$ cat src/rtl/hazard_ctrl_if.sv
// Hazard-controller bundle: ID/EX/MEM hazard inputs toward the controller and the
// four pipeline-register stall/flush controls back to the pipeline.
interface hazard_ctrl_if #(
    parameter int REG_AW = 5
);
    logic [REG_AW-1:0] ID_rs1_i;
    logic [REG_AW-1:0] ID_rs2_i;
    logic              ID_rs1_used_i;
    logic              ID_rs2_used_i;
    logic              ID_EX_read_mem_i;
    logic [REG_AW-1:0] ID_EX_rd_i;
    logic              EX_pc_load_i;
    logic              MEM_busy_i;
    logic              IF_ID_stall_o;
    logic              IF_ID_flush_o;
    logic              ID_EX_stall_o;
    logic              ID_EX_flush_o;

    modport master (
        output ID_rs1_i, ID_rs2_i, ID_rs1_used_i, ID_rs2_used_i,
               ID_EX_read_mem_i, ID_EX_rd_i, EX_pc_load_i, MEM_busy_i,
        input  IF_ID_stall_o, IF_ID_flush_o, ID_EX_stall_o, ID_EX_flush_o
    );

    modport slave (
        input  ID_rs1_i, ID_rs2_i, ID_rs1_used_i, ID_rs2_used_i,
               ID_EX_read_mem_i, ID_EX_rd_i, EX_pc_load_i, MEM_busy_i,
        output IF_ID_stall_o, IF_ID_flush_o, ID_EX_stall_o, ID_EX_flush_o
    );
endinterface

$ cat src/rtl/hazard_ctrl.sv
// Pipeline hazard controller: load-use interlock, post-branch flush, memory-wait freeze.
// Optional perf counters (stall_cnt_o/flush_cnt_o) exist only when HAZARD_PERF_CNT_EN is defined.
module hazard_ctrl #(
    parameter int REG_AW      = 5,
    parameter int LOAD_LAT    = 1,
    parameter int FLUSH_DEPTH = 2
`ifdef HAZARD_PERF_CNT_EN
   ,parameter int CNT_W       = 32
`endif
) (
    input  logic         clk,
    input  logic         reset_n,
    hazard_ctrl_if.slave hz
`ifdef HAZARD_PERF_CNT_EN
   ,output logic [CNT_W-1:0] stall_cnt_o,
    output logic [CNT_W-1:0] flush_cnt_o
`endif
);

    localparam int MAX_CNT = (LOAD_LAT > FLUSH_DEPTH) ? LOAD_LAT : FLUSH_DEPTH;
    localparam int CW      = $clog2(MAX_CNT + 1);
    localparam logic [CW-1:0] LU_INIT    = CW'(LOAD_LAT - 1);
    localparam logic [CW-1:0] FLUSH_INIT = CW'(FLUSH_DEPTH - 1);
    localparam logic [CW-1:0] CNT_ONE    = CW'(1);

    typedef enum logic [1:0] {
        RUN     = 2'd0,
        LU_WAIT = 2'd1,
        FLUSH   = 2'd2
    } state_e;

    state_e         state_q, state_d;
    logic [CW-1:0]  cnt_q, cnt_d;
    logic [REG_AW-1:0] rs1, rs2, rd;
    logic           hit;
    logic           if_id_stall, if_id_flush, id_ex_stall, id_ex_flush;

    assign rs1 = hz.ID_rs1_i;
    assign rs2 = hz.ID_rs2_i;
    assign rd  = hz.ID_EX_rd_i;

    // x0 is hardwired zero, so a load targeting it can never create a dependency.
    assign hit = hz.ID_EX_read_mem_i && (rd != '0) &&
                 ((hz.ID_rs1_used_i && (rs1 == rd)) ||
                  (hz.ID_rs2_used_i && (rs2 == rd)));

    always_ff @(posedge clk or negedge reset_n) begin
        if (!reset_n) begin
            state_q <= RUN;
            cnt_q   <= '0;
        end else begin
            state_q <= state_d;
            cnt_q   <= cnt_d;
        end
    end

    always_comb begin
        state_d     = state_q;
        cnt_d       = cnt_q;
        if_id_stall = 1'b0;
        if_id_flush = 1'b0;
        id_ex_stall = 1'b0;
        id_ex_flush = 1'b0;
        if (hz.MEM_busy_i) begin
            if_id_stall = 1'b1;
            id_ex_stall = 1'b1;
        end else if (hz.EX_pc_load_i) begin
            if_id_flush = 1'b1;
            id_ex_flush = 1'b1;
            if (FLUSH_DEPTH > 1) begin
                state_d = FLUSH;
                cnt_d   = FLUSH_INIT;
            end else begin
                state_d = RUN;
                cnt_d   = '0;
            end
        end else begin
            case (state_q)
                FLUSH: begin
                    id_ex_flush = 1'b1;
                    if (cnt_q <= CNT_ONE) begin
                        state_d = RUN;
                        cnt_d   = '0;
                    end else begin
                        cnt_d = cnt_q - CNT_ONE;
                    end
                end
                // The load has already left EX, so hit is deliberately ignored here.
                LU_WAIT: begin
                    if_id_stall = 1'b1;
                    id_ex_flush = 1'b1;
                    if (cnt_q <= CNT_ONE) begin
                        state_d = RUN;
                        cnt_d   = '0;
                    end else begin
                        cnt_d = cnt_q - CNT_ONE;
                    end
                end
                default: begin
                    if (hit) begin
                        if_id_stall = 1'b1;
                        id_ex_flush = 1'b1;
                        if (LOAD_LAT > 1) begin
                            state_d = LU_WAIT;
                            cnt_d   = LU_INIT;
                        end
                    end
                end
            endcase
        end
    end

    // Outputs are forced low while reset is held, independent of the clock.
    assign hz.IF_ID_stall_o = reset_n & if_id_stall;
    assign hz.IF_ID_flush_o = reset_n & if_id_flush;
    assign hz.ID_EX_stall_o = reset_n & id_ex_stall;
    assign hz.ID_EX_flush_o = reset_n & id_ex_flush;

`ifdef HAZARD_PERF_CNT_EN
    logic             stall_inc, flush_inc;
    logic [CNT_W-1:0] stall_cnt_q, flush_cnt_q;

    // Outside busy, IF_ID_stall only comes from load-use; ID_EX_flush without it is control flush.
    assign stall_inc = if_id_stall && !hz.MEM_busy_i;
    assign flush_inc = id_ex_flush && !if_id_stall;

    always_ff @(posedge clk or negedge reset_n) begin
        if (!reset_n) begin
            stall_cnt_q <= '0;
            flush_cnt_q <= '0;
        end else begin
            if (stall_inc) stall_cnt_q <= stall_cnt_q + 1'b1;
            if (flush_inc) flush_cnt_q <= flush_cnt_q + 1'b1;
        end
    end

    assign stall_cnt_o = stall_cnt_q;
    assign flush_cnt_o = flush_cnt_q;
`endif

endmodule

$ cat src/flat_wrapper.sv
// flat-port wrapper written by rule: the top's interface ports become plain ports
module hazard_ctrl_flat 
#(
    parameter int REG_AW      = 5,
    parameter int LOAD_LAT    = 1,
    parameter int FLUSH_DEPTH = 2

)
  (clk, reset_n, hz_ID_rs1_i, hz_ID_rs2_i, hz_ID_rs1_used_i, hz_ID_rs2_used_i, hz_ID_EX_read_mem_i, hz_ID_EX_rd_i, hz_EX_pc_load_i, hz_MEM_busy_i, hz_IF_ID_stall_o, hz_IF_ID_flush_o, hz_ID_EX_stall_o, hz_ID_EX_flush_o);
  hazard_ctrl_if #(.REG_AW(REG_AW)) hz_i ();
  input  logic clk;
  input  logic reset_n;
  input wire logic [$bits(hz_i.ID_rs1_i)-1:0] hz_ID_rs1_i;
  input wire logic [$bits(hz_i.ID_rs2_i)-1:0] hz_ID_rs2_i;
  input wire logic [$bits(hz_i.ID_rs1_used_i)-1:0] hz_ID_rs1_used_i;
  input wire logic [$bits(hz_i.ID_rs2_used_i)-1:0] hz_ID_rs2_used_i;
  input wire logic [$bits(hz_i.ID_EX_read_mem_i)-1:0] hz_ID_EX_read_mem_i;
  input wire logic [$bits(hz_i.ID_EX_rd_i)-1:0] hz_ID_EX_rd_i;
  input wire logic [$bits(hz_i.EX_pc_load_i)-1:0] hz_EX_pc_load_i;
  input wire logic [$bits(hz_i.MEM_busy_i)-1:0] hz_MEM_busy_i;
  output wire logic [$bits(hz_i.IF_ID_stall_o)-1:0] hz_IF_ID_stall_o;
  output wire logic [$bits(hz_i.IF_ID_flush_o)-1:0] hz_IF_ID_flush_o;
  output wire logic [$bits(hz_i.ID_EX_stall_o)-1:0] hz_ID_EX_stall_o;
  output wire logic [$bits(hz_i.ID_EX_flush_o)-1:0] hz_ID_EX_flush_o;
  assign hz_i.ID_rs1_i = hz_ID_rs1_i;
  assign hz_i.ID_rs2_i = hz_ID_rs2_i;
  assign hz_i.ID_rs1_used_i = hz_ID_rs1_used_i;
  assign hz_i.ID_rs2_used_i = hz_ID_rs2_used_i;
  assign hz_i.ID_EX_read_mem_i = hz_ID_EX_read_mem_i;
  assign hz_i.ID_EX_rd_i = hz_ID_EX_rd_i;
  assign hz_i.EX_pc_load_i = hz_EX_pc_load_i;
  assign hz_i.MEM_busy_i = hz_MEM_busy_i;
  assign hz_IF_ID_stall_o = hz_i.IF_ID_stall_o;
  assign hz_IF_ID_flush_o = hz_i.IF_ID_flush_o;
  assign hz_ID_EX_stall_o = hz_i.ID_EX_stall_o;
  assign hz_ID_EX_flush_o = hz_i.ID_EX_flush_o;
  hazard_ctrl #(.REG_AW(REG_AW), .LOAD_LAT(LOAD_LAT), .FLUSH_DEPTH(FLUSH_DEPTH)) u_core (.clk(clk), .reset_n(reset_n), .hz(hz_i));
endmodule
$ cat config.mk
export PLATFORM = sky130hd
export DESIGN_NAME = hazard_ctrl_flat
export DESIGN_NICKNAME = d
export VERILOG_FILES = /design/src/rtl/hazard_ctrl_if.sv /design/src/rtl/hazard_ctrl.sv /design/src/flat_wrapper.sv
export SDC_FILE = /design/constraint.sdc
export NUM_CORES = 1
export LEC_CHECK = 0
export CAP_MARGIN = 10
export CORE_AREA = 2 2 39 41
export CTS_CLUSTER_DIAMETER = 150
export DETAILED_ROUTE_END_ITERATION = 8
export DIE_AREA = 0 0 41 43
export GPL_ROUTABILITY_DRIVEN = 0
export SETUP_SLACK_MARGIN = 0.1
export SYNTH_ARGS = -nofsm -noshare
export SYNTH_HDL_FRONTEND = slang
export SYNTH_SLANG_ARGS = --single-unit
$ cat constraint.sdc
create_clock -name clk -period 1.75 [get_ports clk]
set_input_delay 0.35 -clock clk [delete_from_list [all_inputs] [get_ports clk]]
set_output_delay 0.35 -clock clk [all_outputs]
set_load 0.03 [all_outputs]
==> summary.txt <==
Outcome
  – Status: finished, violations left
  – Failing checks: setup timing

GRT
  – Vias in the first global route: 397
  – Pin count of the biggest net entering global routing: 6
  – First-pass GRT wire length: 1500 microns
  – Grt total ovfl: 0
  – Initial antenna violation count: 0
  – GRT Total Usage: 0.130

Clock network
  – Clock tree buffer depth: 2
  – TritonCTS clock tree: yes
  – Clk slew on worst S/H paths: 0.04 ns
  – Clock Latency Late Sink: 0.23 ns
  – Hold_buf cts: 0
  – Clock sinks: 3
  – CTS HTree Levels: 1
  – CTS buffer count: 3
  – Clk Tree Root Cell: clkbuf_4

Run
  – Max Cap Viol: 0

Power
  – Clock power share: 0.364
  – Net Sw Frac: 0.289
  – Max IR drop VDD: 0.354 mV
  – PD cells: 481 nW/um^2
  – Int Pwr: 236 uW
  – Seq pwr share: 0.235
  – Comb pwr share: 0.401
  – P_sw: 95.8 uW
  – Leak Pwr: 0.000316 uW

Final layout
  – Sequential Area: 75.1 sq um
  – Multi-input logic area: 264 sq um
  – Number of nets in the layout: 97
  – Final Cell Area: 689 sq um
  – Final core occ: 0.498
  – Fillers: 138
  – Non-filler cells, final: 90
  – Layout cells sized above 1: 0.378
  – Area Growth Syn to Fin: 121%
  – Antenna fix cells: 0

Yosys
  – Synth area leader: dfrtp_1
  – Main area contributors after synthesis: dfrtp_1 (24%), xor2_1 (22%), o21ai_0 (8.0%)
  – Most frequent cell after synthesis: xor2_1
  – Seq cells post-synth: 3
  – FFs w/ async S/R, synth: 1.00
  – Sequential fraction of the synthesis area: 0.241
  – Syn Inst Count: 37
  – Post-Syn Area per Cell: 8.42 sq um
  – Yosys warnings: 0
  – Synth Flop Type: dfrtp_1
  – Top cells by count, synth: xor2_1 (8), o21ai_0 (5), dfrtp_1 (3), nor2_1 (3)
  – Post-synth EDFFs: 0
  – Syn nets: 59
  – Synth cell types: 18
  – Post-Syn Area: 312 sq um
  – Share of the synthesized area in the top cell type: 0.241

Routing
  – Post-route DRC: 0
  – Antenna-violating nets left: 0
  – DRT Wirelength: 1010 microns
  – DR WL/cell: 11.3 microns
  – Vias per cell: 4.38
  – Via count: 394
  – Initial drt markers: 4
  – Drt first pass iters: 5

Critical path
  – Arr. time, crit path: 1.46 ns
  – Register-to-Register Path Depth: 4
  – Worst Path Required: 1.40 ns
  – CP Capture Type: output port
  – Critical R2R Launch: u_core.state_q[1]$_DFFE_PN0P_
  – Max FO, Critical Path: 3
  – R2R Path End: u_core.cnt_q[0]$_DFFE_PN0P_
  – R2r setup slk: 0.86 ns
  – Setup CP Type: in -> out
  – Crit start category: input pin

Timing
  – Final setup margin: -0.0599 ns
  – RSZ-0062 raised after global routing: yes
  – Min Tclk post-route: 1.81 ns
  – Setup_tns: -0.103 ns
  – Final setup fails: 2
  – Clock Skew: 0.00336 ns
  – Fmax: 0.553 GHz
  – Final Cycle Share: 1.03
  – Pins Over Slew Limit: 0
  – Least-Margin Pin Slew: 0.248 ns
  – Final Hold Violating Endpoints: 0
  – Relative slew slack: 0.833

Die
  – IO Count: 26
  – Full die area: 1760 sq um
  – Starting Density: 0.225
  – # rows: 14
  – Die Ht: 43 microns
  – Core ar.: 1380 sq um
  – Width of the die: 41 microns

Placement
  – Placed Cells: 85
  – DP Area: 632 sq um
  – I/O Buffers: 25
  – Post-DP HPWL: 826 microns

Hold path
  – Worst hold path class: in -> async
## stage by stage
stage	power (uW)	hold WS (ns)	setup WS, ns
2_1_floorplan	124	0.0544	0.136
3_3_place_gp	208	0.495	-0.448
3_5_place_dp	209	0.501	-0.445
4_1_cts	340	0.507	-0.113
5_1_grt	354	0.176	-0.118
6_report	332	0.147	-0.0599
## critical path: stages
cell and delay (ns):
buf_2 0.12, or4_4 0.55, o211ai_1 0.20, o21ai_2 0.09, buf_6 0.14
## timing repair
action | CTS | global route
pin swaps | 12 | 2
setup endpoints to repair | 3 | 3
gates resized for setup | 41 | 5
buffers inserted | 1 | 0
cloned | 0 | 0
## cell families after synthesis
kind of cell | Yosys count | share of synthesized area
AND/OR/NAND/NOR | 10 | 0.193
flip-flops | 3 | 0.241
AO/OA/AOI/OAI | 12 | 0.261
buffers and inverters | 2 | 0.0241
XOR/XNOR | 10 | 0.281
## worst max path at each step
| stage | start | to | slack, ns | cells after the start |
|---|---|---|---|---|
| floorplan | hz_ID_EX_rd_i[3] | hz_IF_ID_stall_o | 0.14 | 4 |
| global placement | hz_ID_EX_rd_i[1] | hz_ID_EX_flush_o | -0.45 | 7 |
| detailed placement | hz_ID_EX_rd_i[1] | hz_ID_EX_flush_o | -0.44 | 5 |
| CTS | hz_ID_EX_rd_i[1] | hz_ID_EX_flush_o | -0.11 | 7 |
| global route | hz_ID_EX_rd_i[1] | hz_IF_ID_stall_o | -0.12 | 7 |
| finish | hz_ID_EX_rd_i[2] | hz_ID_EX_flush_o | -0.06 | 5 |
## cell usage in the layout (no fill, tap or decap), types with 2 or more instances in the layout
cell,count
and2_1,3
clkdlybuf4s50_1,6
nor2_1,3
dlygate4sd2_1,5
clkbuf_4,3
inv_1,2
o21ai_0,5
buf_2,4
buf_4,8
clkdlybuf4s15_1,4
nor4_2,2
buf_6,4
dfrtp_1,3
xor2_1,8
xnor2_1,2
## flip-flops by register name, indices dropped and copies added (netlist names)
register	cells
u_core.state_q	1
u_core.cnt_q	2
## power by group through the flow
stage          logic, uW  registers [uW]  clock network [uW]
4_1_cts              131            78.0                 130
6_report             133            78.0                 121
3_5_place_dp         130            78.8                   0
3_3_place_gp         129            78.7                   0
2_1_floorplan       46.2            78.3                   0
5_1_grt              146            79.3                 130
## area by class of cell
| type | count | share of cell area |
|---|---|---|
| timing repair buffer | 33 | 0.430 |
| multi-input combinational | 32 | 0.383 |
| sequential | 3 | 0.109 |
| clock buffer | 4 | 0.0381 |
| tap | 16 | 0.0290 |
| inverter | 2 | 0.0109 |
## layer usage
metal / track usage / part of all wire / vias up
met2: 0.203 / 0.48 / 23
met5: 0 / 0 / -
met3: 0.0576 / 0.19 / 0
met4: 0.100 / 0 / 0
met1: 0.122 / 0.33 / 164
li1: - / - / 207
Power figures use the tool's default switching activity.
